<file path="config.mk">
export PLATFORM = sky130hd
export DESIGN_NAME = uart_tx_scheduler_flat
export DESIGN_NICKNAME = d
export VERILOG_FILES = /design/src/rtl/uart_tx_scheduler_if.sv /design/src/rtl/uart_tx_scheduler.sv /design/src/flat_wrapper.sv
export SDC_FILE = /design/constraint.sdc
export NUM_CORES = 1
export LEC_CHECK = 0
export CAP_MARGIN = 20
export CORE_MARGIN = 3
export CORE_UTILIZATION = 50
export CTS_CLUSTER_DIAMETER = 120
export DETAILED_ROUTE_END_ITERATION = 12
export PLACE_DENSITY = 0.89
export SLEW_MARGIN = 20
export SYNTH_ARGS = -nofsm -noshare
export SYNTH_HDL_FRONTEND = slang
export SYNTH_SLANG_ARGS = --single-unit
export TNS_END_PERCENT = 5
</file>
<file path="constraint.sdc">
create_clock -name CLK -period 2.29 [get_ports CLK]
set_input_delay 0.458 -clock CLK [delete_from_list [all_inputs] [get_ports CLK]]
set_output_delay 0.458 -clock CLK [all_outputs]
set_load 0.05 [all_outputs]
</file>
<file path="src/rtl/uart_tx_scheduler_if.sv">
// Handshake bundle between the two requesters, the UART transmitter and
// uart_tx_scheduler. The scheduler connects through the slave modport; the
// requester/transmitter side connects through master.
interface uart_tx_scheduler_if #(
  parameter int WIDTH = 8
);
  logic               rf_rd_data_valid;
  logic [WIDTH-1:0]   rf_rd_data;
  logic               alu_out_valid;
  logic [2*WIDTH-1:0] alu_out;
  logic               rf_ack;
  logic               alu_ack;
  logic               tx_busy;
  logic [WIDTH-1:0]   tx_p_data;
  logic               tx_data_valid;
  logic               sched_busy;

  modport slave (
    input  rf_rd_data_valid, rf_rd_data, alu_out_valid, alu_out, tx_busy,
    output rf_ack, alu_ack, tx_p_data, tx_data_valid, sched_busy
  );

  modport master (
    output rf_rd_data_valid, rf_rd_data, alu_out_valid, alu_out, tx_busy,
    input  rf_ack, alu_ack, tx_p_data, tx_data_valid, sched_busy
  );
endinterface

</file>
<file path="src/rtl/uart_tx_scheduler.sv">
// uart_tx_scheduler: shares one UART transmitter between the register-file
// read path (1 byte per request) and the ALU result path (2 bytes, LSB first).
// Each byte is strobed once and paced on tx_busy; a strobe the transmitter
// never acknowledges with busy is re-sent after BUSY_WAIT_MAX cycles.
// Optional feature macro: UART_TX_SCHED_RR_EN selects round-robin arbitration;
// when undefined the register file always wins a simultaneous request.
//
// state   | meaning
// IDLE    | no frame in flight, arbitrating pending requests
// SEND    | byte presented, strobe issued on the way out
// WAIT_HI | waiting for the transmitter to raise busy (retry on timeout)
// WAIT_LO | transmitter shifting the byte, waiting for busy to drop
module uart_tx_scheduler #(
  parameter int WIDTH         = 8,
  parameter int BUSY_WAIT_MAX = 15
) (
  input logic               CLK,
  input logic               RST,
  uart_tx_scheduler_if.slave bus
);
  localparam int CW = $clog2(BUSY_WAIT_MAX + 1);
  localparam logic [CW-1:0] WAIT_LAST = CW'(BUSY_WAIT_MAX - 1);

  typedef enum logic [1:0] {S_IDLE, S_SEND, S_WAIT_HI, S_WAIT_LO} state_t;

  state_t             r_state;
  logic [2*WIDTH-1:0] r_buf;
  logic               r_idx;
  logic               r_last_idx;
  logic [CW-1:0]      r_wait;
  logic               r_rf_ack;
  logic               r_alu_ack;
  logic [WIDTH-1:0]   r_tx_p_data;
  logic               r_tx_data_valid;
  logic               r_sched_busy;

  logic               w_grant_rf;
  logic               w_grant_alu;
  logic [WIDTH-1:0]   w_cur_byte;

`ifdef UART_TX_SCHED_RR_EN
  logic r_rr_alu_last;

  // Round-robin: on a tie, the side not granted last wins.
  always_comb begin
    w_grant_rf  = bus.rf_rd_data_valid && (!bus.alu_out_valid || r_rr_alu_last);
    w_grant_alu = bus.alu_out_valid && !w_grant_rf;
  end

  // Pointer remembers the side granted last; reset favours RF first.
  always_ff @(posedge CLK or negedge RST) begin
    if (!RST) begin
      r_rr_alu_last <= 1'b1;
    end else if (r_state == S_IDLE) begin
      if (w_grant_rf)       r_rr_alu_last <= 1'b0;
      else if (w_grant_alu) r_rr_alu_last <= 1'b1;
    end
  end
`else
  // Fixed priority: the register file always wins a tie.
  always_comb begin
    w_grant_rf  = bus.rf_rd_data_valid;
    w_grant_alu = bus.alu_out_valid && !w_grant_rf;
  end
`endif

  assign w_cur_byte = r_idx ? r_buf[2*WIDTH-1:WIDTH] : r_buf[WIDTH-1:0];

  // Frame sequencer; every output is a register updated here.
  always_ff @(posedge CLK or negedge RST) begin
    if (!RST) begin
      r_state         <= S_IDLE;
      r_buf           <= '0;
      r_idx           <= 1'b0;
      r_last_idx      <= 1'b0;
      r_wait          <= '0;
      r_rf_ack        <= 1'b0;
      r_alu_ack       <= 1'b0;
      r_tx_p_data     <= '0;
      r_tx_data_valid <= 1'b0;
      r_sched_busy    <= 1'b0;
    end else begin
      r_rf_ack        <= 1'b0;
      r_alu_ack       <= 1'b0;
      r_tx_data_valid <= 1'b0;
      case (r_state)
        S_IDLE: begin
          if (w_grant_rf) begin
            r_buf        <= {{WIDTH{1'b0}}, bus.rf_rd_data};
            r_tx_p_data  <= bus.rf_rd_data;
            r_idx        <= 1'b0;
            r_last_idx   <= 1'b0;
            r_rf_ack     <= 1'b1;
            r_sched_busy <= 1'b1;
            r_state      <= S_SEND;
          end else if (w_grant_alu) begin
            r_buf        <= bus.alu_out;
            r_tx_p_data  <= bus.alu_out[WIDTH-1:0];
            r_idx        <= 1'b0;
            r_last_idx   <= 1'b1;
            r_alu_ack    <= 1'b1;
            r_sched_busy <= 1'b1;
            r_state      <= S_SEND;
          end
        end
        S_SEND: begin
          r_tx_data_valid <= 1'b1;
          r_wait          <= '0;
          r_state         <= S_WAIT_HI;
        end
        S_WAIT_HI: begin
          if (bus.tx_busy) begin
            r_state <= S_WAIT_LO;
          end else if (r_wait == WAIT_LAST) begin
            // Transmitter missed the strobe: present the same byte again.
            r_tx_p_data <= w_cur_byte;
            r_state     <= S_SEND;
          end else begin
            r_wait <= r_wait + 1'b1;
          end
        end
        S_WAIT_LO: begin
          if (!bus.tx_busy) begin
            if (r_idx != r_last_idx) begin
              r_idx       <= 1'b1;
              r_tx_p_data <= r_buf[2*WIDTH-1:WIDTH];
              r_state     <= S_SEND;
            end else begin
              r_idx        <= 1'b0;
              r_sched_busy <= 1'b0;
              r_state      <= S_IDLE;
            end
          end
        end
        default: r_state <= S_IDLE;
      endcase
    end
  end

  assign bus.rf_ack        = r_rf_ack;
  assign bus.alu_ack       = r_alu_ack;
  assign bus.tx_p_data     = r_tx_p_data;
  assign bus.tx_data_valid = r_tx_data_valid;
  assign bus.sched_busy    = r_sched_busy;
endmodule
</file>
<file path="src/flat_wrapper.sv">
// flat-port wrapper written by rule: the top's interface ports become plain ports
module uart_tx_scheduler_flat 
#(
  parameter int WIDTH         = 8,
  parameter int BUSY_WAIT_MAX = 15
)
  (CLK, RST, bus_rf_rd_data_valid, bus_rf_rd_data, bus_alu_out_valid, bus_alu_out, bus_tx_busy, bus_rf_ack, bus_alu_ack, bus_tx_p_data, bus_tx_data_valid, bus_sched_busy);
  uart_tx_scheduler_if #(.WIDTH(WIDTH)) bus_i ();
  input logic CLK;
  input logic RST;
  input wire logic [$bits(bus_i.rf_rd_data_valid)-1:0] bus_rf_rd_data_valid;
  input wire logic [$bits(bus_i.rf_rd_data)-1:0] bus_rf_rd_data;
  input wire logic [$bits(bus_i.alu_out_valid)-1:0] bus_alu_out_valid;
  input wire logic [$bits(bus_i.alu_out)-1:0] bus_alu_out;
  input wire logic [$bits(bus_i.tx_busy)-1:0] bus_tx_busy;
  output wire logic [$bits(bus_i.rf_ack)-1:0] bus_rf_ack;
  output wire logic [$bits(bus_i.alu_ack)-1:0] bus_alu_ack;
  output wire logic [$bits(bus_i.tx_p_data)-1:0] bus_tx_p_data;
  output wire logic [$bits(bus_i.tx_data_valid)-1:0] bus_tx_data_valid;
  output wire logic [$bits(bus_i.sched_busy)-1:0] bus_sched_busy;
  assign bus_i.rf_rd_data_valid = bus_rf_rd_data_valid;
  assign bus_i.rf_rd_data = bus_rf_rd_data;
  assign bus_i.alu_out_valid = bus_alu_out_valid;
  assign bus_i.alu_out = bus_alu_out;
  assign bus_i.tx_busy = bus_tx_busy;
  assign bus_rf_ack = bus_i.rf_ack;
  assign bus_alu_ack = bus_i.alu_ack;
  assign bus_tx_p_data = bus_i.tx_p_data;
  assign bus_tx_data_valid = bus_i.tx_data_valid;
  assign bus_sched_busy = bus_i.sched_busy;
  uart_tx_scheduler #(.WIDTH(WIDTH), .BUSY_WAIT_MAX(BUSY_WAIT_MAX)) u_core (.CLK(CLK), .RST(RST), .bus(bus_i));
endmodule
</file>
==> results.md <==
- Max clock buf depth: 2
- Largest net degree at the start of global routing: 37
- Final period utilization: 89.19%
- N_diodes: 0
- Synth Area per Inst: 11.12 um2
- FP Rows: 21
- Worst hold path class: register to register
- Final std cells w/o fill: 263
- Fill cell count: 249
- Skew-Pair Late Insertion Delay: 300 ps
- Max-Cap Viols: 0
- Synth area leaders: dfrtp_1 (47%), mux2_4 (6.3%), ha_1 (5.9%)
- Post-Syn Area: 1902 um2
- Residual DRC: 0
- Seq/Total Area, Yosys: 47.37%
- Routed vias/inst: 5.643
- Total CTS buffers: 5
- Core Box Area: 3495 um2
- CTS clk-pin slew, worst paths: 70 ps
- Starting density of the core: 54.42%
- Final hold violations: 0
- Status: finished clean
- First-pass GRT wire length: 6.796 mm
- Iter 0 DRT Violations: 73
- CP Cell Sequence: inv_1 > ha_1 > a21o_1 > a211o_1 > mux2_4
- Share of layout cells above drive strength 1: 14.75%
- Leakage: 1.136 nW
- Chip width: 67.68 um
- WP data required: 2470 ps
- Max H-tree Level: 2
- Number of gates resized after cts: 0
- Clock Skew: 7.707 ps
- Final nets: 254
- Routed wire per std cell: 15.90 um
- Overflow after GRT: 0
- WS Path Type: register to register
- Post-CTS Hold Buffers: 0
- Storage element area: 900.9 um2
- Area leader, netlist: dfrtp_1
- Setup crit start kind: register
- Tot Pwr: 3.443 mW
- Pins Over Slew Limit: 0
- Synth Warn #: 0
- Finished Cell Area: 2461 um2
- Worst Path Max Fanout: 8
- Critical Path Sink Type: register
- CTS sink cnt: 36
- Chip height: 67.68 um
- # setup viols final: 0
- FMAX: 489.6 MHz
- Crit path DAT: 2220 ps
- Clock period minus worst slack: 2042 ps
- Port bufs: 40
- Total Neg Setup Slack: 0 ps
- Critical path's slowest cell: dfrtp_1
- Syn_nets: 209
- R2r setup slk: 250 ps
- Post-DP HPWL: 2.913 mm
- CTS tree: done
- Layout area overhead: 29.41%
- Root buf cell: clkbuf_8
- Top cell type's share of synthesized area: 47.37%
- Cell count after synthesis: 171
- Dpl cell area: 2369 um2
- RSZ-0062 raised after global routing: false
- Setup Buffers After CTS: 0
- Worst slew margin: 52.85%
- Final worst slack: 247.5 ps
- Via Count: 1484
- GPL Wtd Cong: 0.8592
- Initial antenna violation count: 0
- Full die area: 4580 um2
- Final wirelength: 4.183 mm
- # placed instances: 255
- Worst slew pin tran: 704.6 ps
- Worst vdd ir: 0.6934 mV
- Commonest non-fill, non-tap cell in the layout: clkdlybuf4s50_1
- Register bit total from synthesis: 36
- Cell variety after synth: 30
- GRT Overall Usage: 20.08%
- ANT nets after route: 0
- Max incr delay on CP: 440 ps
- Vias in the first global route: 1547
- Ports: 41
- Pre-CTS WS: 27.86 ps
- Commonest non-fill, non-tap cells in the layout: clkdlybuf4s50_1 (40), dfrtp_1 (36), o21ai_0 (17), nand2_1 (13)
- PD cells: 1399 nW/um2
- Total iterations of the first detailed-routing run: 4
- Multi-input gate area in the final layout: 934.6 um2
registers in the layout, indices dropped and copies added, names as in the netlist:
signal	count
u_core.bus.alu_ack	1
u_core.bus.rf_ack	1
u_core.bus.sched_busy	1
u_core.bus.tx_data_valid	1
u_core.bus.tx_p_data	8
u_core.r_buf	16
u_core.r_idx	1
u_core.r_last_idx	1
u_core.r_state	2
u_core.r_wait	4
cell families after synthesis:
family | after synthesis | share of synthesized area (%)
adder cells (fa/ha/maj) | 9 | 5.921
multiplexers | 25 | 15.79
AND/OR/NAND/NOR | 38 | 9.803
XOR/XNOR | 1 | 0.4606
buffers and inverters | 14 | 3.486
AO/OA/AOI/OAI | 48 | 17.17
flip-flops | 36 | 47.37
metal layers:
layer,up-vias,global-route usage (%),share of wire (%)
met5,-,0,0
met1,722,21.91,42
met2,37,36.70,52
li1,720,-,-
met4,0,5.570,0.91
met3,5,6.656,5.2
path summary, 6_finish.rpt:
kind | start | end | depth (start not counted)
min in group asynchronous | RST | u_core.bus.alu_ack | 2
min | u_core.r_buf[1] | u_core.r_buf[1] | 2
max | u_core.r_state[0] | u_core.bus.tx_p_data[5] | 5
max reg2reg | u_core.r_state[0] | u_core.bus.tx_p_data[5] | 5
min reg2reg | u_core.r_buf[1] | u_core.r_buf[1] | 2
max in group asynchronous | RST | u_core.r_buf[2] | 2
where the power goes:
| part | internal, mW | switching, mW |
|---|---|---|
| registers | 0.906 | 0.186 |
| logic | 0.877 | 1.00 |
| clock network | 0.240 | 0.233 |
critical path: cells and delay by family (launching register included):
| kind | cells | cell delay, ps |
|---|---|---|
| compound gates | 2 | 630 |
| flops | 1 | 440 |
| fa+ha+maj | 1 | 330 |
| mux | 1 | 340 |
| buf+inv | 1 | 180 |
per-stage QoR:
step	hold WS, ps	util, %
final	481.5	70.43
after global routing	525.4	70.43
after CTS	483.9	70.43
after detailed placement	468.4	67.78
after global placement	457.5	67.78
after floorplan	162.4	-
cells in the mapped netlist:
cell,number
xor2_1,1
nor2_1,3
ha_1,9
o21ai_0,17
nand3_1,4
clkbuf_1,3
buf_6,1
and2_1,2
mux2_4,8
o21ai_1,2
nor3_1,8
or4b_1,1
dfrtp_1,36
a21o_1,1
nor2b_1,1
mux2_2,8
nand2b_1,5
a21oi_1,7
a221oi_1,1
a22o_1,8
a211o_1,1
buf_2,5
buf_1,1
inv_1,4
o31a_1,1
and3_1,1
a221o_1,8
nand2_1,13
mux2i_1,9
a31oi_1,2
layout make-up:
class,count,share of cell area [%]
inverters,4,0.6101
multi-input cells,121,37.98
well taps,46,2.339
clock buffers,6,3.355
clock inverters,2,0.4067
repair buffers,48,18.71
flip-flops and latches,36,36.60
Note: power is estimated with default switching activity, not from simulation.
